### src/rtl/mul_ctrl.sv
// Sequencing controller for the pipelined 64x64 Booth/CSA multiplier datapath.
// Optional product-reuse cache enabled by defining MUL_PROD_REUSE_EN.
module mul_ctrl #(
  parameter int DATA_W   = 64,
  parameter int MUL_LAT  = 3,
  parameter int WDOG_CYC = 15
) (
  input  logic                Clk,
  input  logic                Rst,
  input  logic                ReqValid,
  output logic                ReqReady,
  input  logic [1:0]          ReqOp,
  input  logic                ReqWord,
  input  logic [DATA_W-1:0]   ReqA,
  input  logic [DATA_W-1:0]   ReqB,
  input  logic                Flush,
  output logic                MulStart,
  output logic [DATA_W-1:0]   MulA,
  output logic [DATA_W-1:0]   MulB,
  output logic                MulSignA,
  output logic                MulSignB,
  output logic [1:0]          MulHoldFlag,
  input  logic                MulDone,
  input  logic [2*DATA_W-1:0] MulProd,
  output logic                RespValid,
  input  logic                RespReady,
  output logic [DATA_W-1:0]   RespData,
  output logic                MulHoldToEx,
  output logic                MulErr
);

  // state | meaning
  // IDLE  | ready for a request
  // ISSUE | launch pulse to datapath
  // WAIT  | product in flight, watchdog running
  // DONE  | result presented, EX held until consumed
  // DRAIN | flushed op still in datapath, waiting for its completion
  typedef enum logic [2:0] {IDLE, ISSUE, WAIT, DONE, DRAIN} state_t;

  localparam int CW = $clog2(WDOG_CYC + 1);

  generate
    if (WDOG_CYC <= MUL_LAT) begin : gBadWdog
      $error("WDOG_CYC must exceed MUL_LAT");
    end
  endgenerate

  state_t            state;
  logic [CW-1:0]     cnt;
  logic [1:0]        opQ;
  logic              wordQ;
  logic              startQ;
  logic              reqWord;
  logic [DATA_W-1:0] reqAFmt;
  logic [DATA_W-1:0] reqBFmt;
  logic              reqSignA;
  logic              reqSignB;
  logic              wdogHit;
  logic              reuseHit;
  logic [DATA_W-1:0] reuseData;

  function automatic logic [DATA_W-1:0] fmtResult(input logic [2*DATA_W-1:0] p,
                                                  input logic [1:0] op, input logic w);
    if (w)              fmtResult = {{(DATA_W-32){p[31]}}, p[31:0]};
    else if (op == 2'd0) fmtResult = p[DATA_W-1:0];
    else                fmtResult = p[2*DATA_W-1:DATA_W];
  endfunction

  // MULW only exists for op 0; word operands are sign-extended and both signed.
  always_comb begin
    reqWord  = ReqWord && (ReqOp == 2'd0);
    reqAFmt  = reqWord ? {{(DATA_W-32){ReqA[31]}}, ReqA[31:0]} : ReqA;
    reqBFmt  = reqWord ? {{(DATA_W-32){ReqB[31]}}, ReqB[31:0]} : ReqB;
    reqSignA = reqWord || (ReqOp != 2'd3);
    reqSignB = reqWord || (ReqOp[1] == 1'b0);
  end

  // Compare with >= so a flush on the last WAIT cycle still terminates DRAIN.
  assign wdogHit  = (cnt >= CW'(WDOG_CYC - 1));
  assign MulStart = startQ && !Flush;

`ifdef MUL_PROD_REUSE_EN
  logic                cacheVld;
  logic [2*DATA_W-1:0] cacheProd;
  logic [DATA_W-1:0]   cacheA;
  logic [DATA_W-1:0]   cacheB;
  logic                cacheSignA;
  logic                cacheSignB;
  logic                cacheWord;

  always_ff @(posedge Clk) begin
    if (!Rst || Flush) begin
      cacheVld <= 1'b0;
    end else if (state == WAIT && MulDone) begin
      cacheVld   <= 1'b1;
      cacheProd  <= MulProd;
      cacheA     <= MulA;
      cacheB     <= MulB;
      cacheSignA <= MulSignA;
      cacheSignB <= MulSignB;
      cacheWord  <= wordQ;
    end else if (state == WAIT && wdogHit) begin
      cacheVld <= 1'b0;
    end
  end

  assign reuseHit  = cacheVld && (cacheA == reqAFmt) && (cacheB == reqBFmt) &&
                     (cacheSignA == reqSignA) && (cacheSignB == reqSignB) &&
                     (cacheWord == reqWord);
  assign reuseData = fmtResult(cacheProd, ReqOp, reqWord);
`else
  assign reuseHit  = 1'b0;
  assign reuseData = '0;
`endif

  always_ff @(posedge Clk) begin
    if (!Rst) begin
      state       <= IDLE;
      cnt         <= '0;
      opQ         <= '0;
      wordQ       <= 1'b0;
      startQ      <= 1'b0;
      ReqReady    <= 1'b1;
      MulA        <= '0;
      MulB        <= '0;
      MulSignA    <= 1'b0;
      MulSignB    <= 1'b0;
      MulHoldFlag <= 2'b00;
      RespValid   <= 1'b0;
      RespData    <= '0;
      MulHoldToEx <= 1'b0;
      MulErr      <= 1'b0;
    end else begin
      startQ <= 1'b0;
      case (state)
        IDLE: begin
          if (ReqValid && !Flush) begin
            opQ         <= ReqOp;
            wordQ       <= reqWord;
            MulA        <= reqAFmt;
            MulB        <= reqBFmt;
            MulSignA    <= reqSignA;
            MulSignB    <= reqSignB;
            ReqReady    <= 1'b0;
            MulHoldToEx <= 1'b1;
            if (reuseHit) begin
              state     <= DONE;
              RespValid <= 1'b1;
              RespData  <= reuseData;
            end else begin
              state       <= ISSUE;
              startQ      <= 1'b1;
              MulHoldFlag <= 2'b01;
            end
          end
        end
        ISSUE: begin
          cnt <= '0;
          if (Flush) begin
            state       <= IDLE;
            ReqReady    <= 1'b1;
            MulHoldFlag <= 2'b00;
            MulHoldToEx <= 1'b0;
          end else begin
            state       <= WAIT;
            MulHoldFlag <= 2'b10;
          end
        end
        WAIT: begin
          if (Flush) begin
            MulHoldFlag <= 2'b00;
            cnt         <= cnt + CW'(1);
            if (MulDone) begin
              state       <= IDLE;
              ReqReady    <= 1'b1;
              MulHoldToEx <= 1'b0;
            end else begin
              state <= DRAIN;
            end
          end else if (MulDone) begin
            state       <= DONE;
            MulHoldFlag <= 2'b00;
            RespValid   <= 1'b1;
            RespData    <= fmtResult(MulProd, opQ, wordQ);
          end else if (wdogHit) begin
            state       <= DONE;
            MulHoldFlag <= 2'b00;
            RespValid   <= 1'b1;
            RespData    <= '0;
            MulErr      <= 1'b1;
          end else begin
            cnt <= cnt + CW'(1);
          end
        end
        DONE: begin
          if (Flush || RespReady) begin
            state       <= IDLE;
            RespValid   <= 1'b0;
            RespData    <= '0;
            ReqReady    <= 1'b1;
            MulHoldToEx <= 1'b0;
          end
        end
        DRAIN: begin
          if (MulDone || wdogHit) begin
            state       <= IDLE;
            ReqReady    <= 1'b1;
            MulHoldToEx <= 1'b0;
          end else begin
            cnt <= cnt + CW'(1);
          end
        end
        default: state <= IDLE;
      endcase
    end
  end

endmodule

### config.mk
export PLATFORM = sky130hd
export DESIGN_NAME = mul_ctrl
export DESIGN_NICKNAME = d
export VERILOG_FILES = /design/src/rtl/mul_ctrl.sv
export SDC_FILE = /design/constraint.sdc
export NUM_CORES = 1
export LEC_CHECK = 0
export ABC_AREA = 1
export CELL_PAD_IN_SITES_DETAIL_PLACEMENT = 0
export CELL_PAD_IN_SITES_GLOBAL_PLACEMENT = 2
export CORE_UTILIZATION = 20
export DETAILED_ROUTE_END_ITERATION = 8
export PLACE_DENSITY_LB_ADDON = 0.25
export SYNTH_ARGS = -nofsm -noshare
export SYNTH_HDL_FRONTEND = slang
export SYNTH_SLANG_ARGS = --single-unit
### constraint.sdc
create_clock -name Clk -period 1.75 [get_ports Clk]
set_input_delay 0.175 -clock Clk [delete_from_list [all_inputs] [get_ports Clk]]
set_output_delay 0.175 -clock Clk [all_outputs]
set_load 0.01 [all_outputs]
==> results of run 1 <==
==> routing by layer <==
layer  part of all wire [%]  vias up  track usage, %
met5                  0.041        -               0
li1                       -     4780               -
met4                    1.8        2           4.342
met1                     42     4377           20.82
met3                    9.9       35           6.687
met2                     46      381           27.01
==> cell type report <==
type                    instances  share of cell area [%]
repair buffers                530                   35.81
well taps                     539                   4.386
clock inverters                 7                  0.9032
multi-input cells             813                   24.48
flip-flops and latches        211                   27.49
inverters                      52                   1.294
diodes                          1                 0.01627
clock buffers                  42                   5.622
==> worst min-delay path: cells and delay by family <==
kind / cells / cell delay (ns)
AOI/OAI and AO/OA: 1 / 0.14
buffers and inverters: 2 / 0.31
==> stage by stage <==
step                instance area [sq um]  setup TNS (ns)  cells
finish                              15380               0   2195
global route                        15380               0   2195
CTS                                 15130               0   2183
detailed placement                  14130          -14.97   2134
global placement                    14130          -14.96   2134
floorplan                            8481               0   1165
==> worst max path at each step <==
stage | start | to
after floorplan | cnt[0] | RespData[56]
after global placement | Flush | RespData[40]
after detailed placement | Flush | RespData[41]
after CTS | MulSignA | MulSignA
after global routing | cnt[0] | RespData[20]
final | MulA[24] | MulA[24]
==> logic make-up (layout without fill, tap and decap cells) <==
kind of cell,Yosys count,count (layout),share of synthesized area (%)
other cells,0,1,0
xor+xnor,1,1,0.1033
buf+inv,141,631,6.683
flops,211,211,49.81
simple gates,467,467,21.38
fa+ha+maj,2,2,0.2950
compound gates,343,343,21.73
==> registers in the layout, summed over array words and instances (netlist names) <==
name / cells
opQ: 2
MulErr: 1
MulB: 64
MulHoldFlag: 2
ReqReady: 1
MulHoldToEx: 1
wordQ: 1
RespData: 64
startQ: 1
state: 3
MulA: 64
RespValid: 1
MulSignA: 1
MulSignB: 1
cnt: 4
==> cells in the mapped netlist (all sizes together) <==
master	n	area, sq um
o21bai	1	7.510
nor2	174	668.1
nand3	15	75.07
nor3	2	21.27
xor2	1	8.760
buf	30	150.1
nand4	2	12.51
ha	2	25.02
o211ai	32	240.2
nand2	272	1021
inv	51	191.4
a21oi	112	560.5
dfxtp	211	4224
a211oi	1	7.510
o21ai	164	820.8
clkinv	1	3.750
nand3b	2	15.01
a31oi	33	206.5
clkbuf	59	221.5
==> power groups by stage <==
stage / combinational [mW] / clock, mW / sequential (mW)
finish: 3.15 / 6.29 / 5.33
global route: 3.45 / 6.67 / 5.38
CTS: 3.13 / 6.50 / 5.34
detailed placement: 3.11 / 0 / 5.42
global placement: 3.12 / 0 / 5.43
floorplan: 1.06 / 0 / 5.56
==> timing repair <==
item | 4_1_cts | 5_1_grt
endpoints found under the setup margin | 9 | 72
setup buffers | 0 | 4
gates cloned | 0 | 7
resized for setup | 6 | 23
endpoints found under the hold margin | 0 | 0
pin swaps | 1 | 4
==> results.txt, run 1 <==
----------------------------------------------------
[Floorplan]
  Die Span Y ... 207.9 um
  Initial core utilization ... 20.26%
  Placeable core area ... 41850 sq um
  Number of primary I/O pins ... 466
  Cell Rows ... 75
  Die Area ... 43230 sq um
  Chip width ... 207.9 um

[Setup path]
  Worst R2R End ... RespData[45]
  Critical Path End Type ... output pin
  Cell at the slowest stage of the critical path ... clkdlybuf4s50_1
  Startpoint-to-endpoint class of the critical path ... flop to output pin
  FF-to-FF Start ... cnt[0]
  Required time reported for the critical path endpoint ... 1.57 ns
  Worst reg-to-reg path cell count ... 11
  Register-to-register path setup slack ... 0.12 ns
  CP Buf/Inv Count ... 1
  List of cells traversed by the critical path ... clkdlybuf4s50_1
  Arrival time reported for the critical path endpoint ... 1.49 ns
  Logic depth of the worst setup path including buffers ... 1
  Cell family with most CP delay ... buffers and inverters
  Highest fanout seen on the critical path ... 2
  Critical path launch point type ... flop
  Slowest cell delay on critical path ... 0.61 ns

[Placed design]
  Worst-case setup slack after placement ... -0.1450 ns
  Last weighted congestion value of the routability-driven placer ... 0.7647
  HPWL reported at the end of detailed placement ... 26.33 mm
  IO buf count ... 465

[Worst hold path]
  Hold Path End ... opQ[1]
  Startpoint of the tightest hold check path ... Rst
  Hold/Removal Path Class ... primary input to flop
  Hold Path Stages ... 3

[Job]
  Maximum capacitance violations ... 0

[Power]
  Portion of total power attributed to combinational logic ... 21.3%
  Pwr Density ... 960.6 nW/um^2
  Internal power ... 10.76 mW
  Leakage power ... 6.019 nW
  Total Power Consumption ... 14.77 mW
  Clock share of power ... 42.6%
  Psw ... 4.016 mW
  Worst VDD drop ... 0.6877 mV
  Sequential share of power ... 36.1%
  Net switching fraction of the power ... 27.19%

[Yosys]
  Number of instances in the synthesized netlist ... 1165
  Sequential area share after synthesis ... 49.81%
  Number of register bits inferred by synthesis ... 211
  Syn_area_per_cell ... 7.280 sq um
  Post-Syn Nets ... 1432
  Count of synthesis-stage warnings from yosys ... 0
  Unique masters post-synth ... 24
  Mapped cell area ... 8481 sq um

[STA]
  Slew @ Worst Pin ... 0.4251 ns
  Minimum setup slack in the final design ... 0.08018 ns
  Number of hold-slack violations in the final timing report ... 0
  Worst hold slack ... 0.1173 ns
  Max transition margin ... 71.66%
  Top achievable clock speed ... 598.9 MHz
  RSZ-0062 raised after global routing ... no
  Worst Clk Skew ... 0.01335 ns
  Minimum clock period ... 1.670 ns
  Slew Limit Fails ... 0
  Crit share post-route ... 95.42%
  Final setup violation count ... 0

[Drt]
  Via count ... 9575
  Overall routed net length ... 39.42 mm
  Starting DRC count in detailed routing ... 435
  Number of nets with antenna violations after routing ... 0
  Wire per inst ... 17.96 um
  DR vias/cell ... 4.362
  DRC ... 0
  Detailed-router iteration count before antenna repair ... 5

[CTS]
  Clock Root Buffer ... clkbuf_16
  Worst-skew pair later-pin latency ... 0.56 ns
  Total clock buffers created by CTS ... 28
  Clk sink count ... 211
  Htree depth ... 1
  Hold-fix buffers at CTS ... 0
  Clock slew at the register clock pins of the worst setup and hold paths ... 0.06 ns
  Maximum clock path buffer count ... 3
  CTS tree ... yes

[Global routing]
  Global-route wire length before repair ... 57.19 mm
  Combined global-route utilization of all metal layers ... 16.80%
  Largest net degree at the start of global routing ... 54
  Vias in the first global route ... 9341
  Total congestion overflow after global routing ... 0
  Antenna violations before repair ... 2

[Final layout]
  Register area ... 4227 sq um
  Area growth from synthesis to final layout ... 81.32%
  Highest-count cells in the layout ignoring fill and taps ... 458 x clkdlybuf4s50_1, 267 x nand2_1, 209 x dfxtp_1, 169 x nor2_1, 162 x o21ai_0
  Layout cells sized above 1 ... 8.399%
  Post-layout util ... 36.74%
  Number of nets at the end of the flow ... 1903
  Area occupied by multi-input gates ... 3765 sq um
  Number of inserted filler cells in the final layout ... 4396
  Most common cell after layout, fill and taps aside ... clkdlybuf4s50_1

[Status]
  Run status ... complete, no violations

----------------------------------------------------
No activity file was read; power rests on OpenSTA's default activity.
==> run 2, diff against run 1 <==
Settings changed: CELL_PAD_IN_SITES_DETAIL_PLACEMENT 0 to not set, CELL_PAD_IN_SITES_GLOBAL_PLACEMENT 2 to not set, CORE_AREA set to 2 2 180 182, CORE_UTILIZATION 20 to not set, DIE_AREA set to 0 0 182 184.
==> results.txt, run 2 (synthesis results as in run 1) <==
----------------------------------------------------
[Setup path]
  FF-to-FF Start ... state[0] (was cnt[0])
  Required time reported for the critical path endpoint ... 1.57 ns (about the same)
  Highest fanout seen on the critical path ... 2 (unchanged)
  Worst reg-to-reg path cell count ... 9 (was 11)
  Register-to-register path setup slack ... 0.10 ns (was 0.12 ns)
  Slowest cell delay on critical path ... 0.64 ns (was 0.61 ns)
  Startpoint-to-endpoint class of the critical path ... flop to output pin (unchanged)
  Critical Path End Type ... output pin (unchanged)
  Arrival time reported for the critical path endpoint ... 1.50 ns (was 1.49 ns)
  Worst R2R End ... RespData[58] (was RespData[45])
  Launch point of the critical path ... MulB[5] (was MulA[24])
  Critical path launch point type ... flop (unchanged)
  CP Buf/Inv Count ... 1 (unchanged)
  Critical path endpoint ... MulB[5] (was MulA[24])
  List of cells traversed by the critical path ... clkdlybuf4s50_1 (unchanged)
  Cell family with most CP delay ... buffers and inverters (unchanged)
  Logic depth of the worst setup path including buffers ... 1 (unchanged)
  Cell at the slowest stage of the critical path ... clkdlybuf4s50_1 (unchanged)

[CTS]
  Htree depth ... 1 (unchanged)
  Maximum clock path buffer count ... 3 (unchanged)
  Total clock buffers created by CTS ... 25 (was 28)
  Hold-fix buffers at CTS ... 0 (unchanged)
  Clk sink count ... 211 (unchanged)
  CTS tree ... yes (unchanged)
  Clock Root Buffer ... clkbuf_16 (unchanged)
  Worst-skew pair later-pin latency ... 0.52 ns (was 0.56 ns)
  Clock slew at the register clock pins of the worst setup and hold paths ... 0.06 ns (about the same)

[Final layout]
  Highest-count cells in the layout ignoring fill and taps ... 463 x clkdlybuf4s50_1, 268 x nand2_1, 207 x dfxtp_1, 169 x nor2_1, 163 x o21ai_0 (was 458 x clkdlybuf4s50_1, 267 x nand2_1, 209 x dfxtp_1, 169 x nor2_1, 162 x o21ai_0)
  Number of nets at the end of the flow ... 1894 (was 1903)
  Layout cells sized above 1 ... 7.421% (was 8.399%)
  Register area ... 4229 sq um (was 4227 sq um)
  Number of inserted filler cells in the final layout ... 3101 (was 4396)
  Top Registers ... MulA (64), MulB (64), RespData (64) (unchanged)
  Most common cell after layout, fill and taps aside ... clkdlybuf4s50_1 (unchanged)
  Area growth from synthesis to final layout ... 74.96% (was 81.32%)
  Area occupied by multi-input gates ... 3726 sq um (was 3765 sq um)
  Fin cells ... 2047 (was 2195)

[Worst hold path]
  Hold/Removal Path Class ... primary input to flop (unchanged)
  Startpoint of the tightest hold check path ... Rst (unchanged)

[Drt]
  Via count ... 9472 (was 9575)
  Starting DRC count in detailed routing ... 556 (was 435)
  Detailed-router iteration count before antenna repair ... 5 (unchanged)
  Overall routed net length ... 34.02 mm (was 39.42 mm)
  DRC ... 0 (unchanged)
  Number of nets with antenna violations after routing ... 0 (unchanged)
  DR vias/cell ... 4.627 (was 4.362)
  Wire per inst ... 16.62 um (was 17.96 um)

[STA]
  Slew @ Worst Pin ... 0.3806 ns (was 0.4251 ns)
  Number of hold-slack violations in the final timing report ... 0 (unchanged)
  Slew Limit Fails ... 0 (unchanged)
  Minimum setup slack in the final design ... 0.07732 ns (was 0.08018 ns)
  Minimum clock period ... 1.673 ns (was 1.670 ns)
  Final setup violation count ... 0 (unchanged)
  Sum Neg Setup Slack ... 0 ns (unchanged)
  Crit share post-route ... 95.58% (was 95.42%)
  Worst Clk Skew ... 0.007459 ns (was 0.01335 ns)
  Max transition margin ... 74.63% (was 71.66%)
  Top achievable clock speed ... 597.8 MHz (was 598.9 MHz)

[Global routing]
  Global-route wire length before repair ... 51.35 mm (was 57.19 mm)
  Vias in the first global route ... 9359 (was 9341)
  Antenna violations before repair ... 2 (unchanged)
  Largest net degree at the start of global routing ... 65 (was 54)
  Total congestion overflow after global routing ... 0 (unchanged)
  Combined global-route utilization of all metal layers ... 19.01% (was 16.80%)

[Job]
  Maximum capacitance violations ... 0 (unchanged)

[Floorplan]
  Die Area ... 33490 sq um (was 43230 sq um)
  Chip width ... 182 um (was 207.9 um)
  Die Span Y ... 184 um (was 207.9 um)
  Number of primary I/O pins ... 466 (unchanged)
  Cell Rows ... 65 (was 75)
  Placeable core area ... 31390 sq um (was 41850 sq um)
  Initial core utilization ... 27.01% (was 20.26%)

[Placed design]
  IO buf count ... 465 (unchanged)
  Total placed cells including tap cells ... 1995 (was 2134)
  Worst-case setup slack after placement ... -0.2164 ns (was -0.1450 ns)
  HPWL reported at the end of detailed placement ... 23.52 mm (was 26.33 mm)
  Last weighted congestion value of the routability-driven placer ... 0.8215 (was 0.7647)

[Status]
  Run status ... complete, no violations (unchanged)

[Power]
  Pwr Density ... 925.3 nW/um^2 (was 960.6 nW/um^2)
  Leakage power ... 5.828 nW (was 6.019 nW)
  Worst VDD drop ... 0.6583 mV (was 0.6877 mV)

----------------------------------------------------
run 2: changes by cell type in the layout (fill, tap and decap cells not counted), moves of 3 or more:
cell             delta
clkinv_2            +5
buf_4               +3
dlygate4sd2_1       -4
a21oi_2             -6
clkdlybuf4s50_1     +5
clkbuf_16           -6
buf_12              -7
clkbuf_8            -4
a21oi_1             +6
run 2: worst min-delay path by stage:
| stage | end | cells past startpoint |
|---|---|---|
| 2_1_floorplan | MulSignA | 1 |
| 3_3_place_gp | ReqReady | 2 |
| 3_5_place_dp | RespData[29] | 2 |
| 4_1_cts | ReqReady | 3 |
| 5_1_grt | ReqReady | 3 |
| 6_report | opQ[1] | 3 |
run 2: stage by stage:
stage                     hold slack (ns)  area, sq um  power [mW]  utilization, %
after floorplan                    0.2650         8481       6.626               -
after global placement             0.4459        13860       8.412           44.14
after detailed placement           0.4515        13860       8.427           44.14
after CTS                          0.1506        14700       13.85           46.82
after global routing               0.1622        14840       14.40           47.27
final                              0.1535        14840       13.73           47.27
run 2: power by group:
group | internal [mW] | leakage (nW) | switching, mW | total (mW)
registers | 5.16 | 1.72 | 0.196 | 5.35
clock network | 3.25 | 0.420 | 2.09 | 5.35
logic | 1.60 | 3.69 | 1.43 | 3.03
total | 10.0 | 5.83 | 3.72 | 13.7
run 2: cell type report:
class,count,share of cell area (%)
inverters,52,1.349
clock buffers,32,4.731
well taps,402,3.390
diodes,1,0.01686
multi-input cells,813,25.11
clock inverters,12,0.9276
flip-flops and latches,211,28.50
repair buffers,524,35.97
run 2: layer usage:
layer	global-route usage, %	wire, um	vias up
li1	-	-	4754
met3	6.696	3410	52
met4	5.355	807	2
met5	0	13	-
met1	22.49	13630	4295
met2	32.58	16160	369
run 2: timing repair:
item / CTS / global route
setup endpoints to repair: 3 / 127
cloned: 0 / 5
setup buffers: 0 / 2
hold endpoints to repair: 0 / 0
pin swaps: 0 / 1
gates resized for setup: 3 / 10
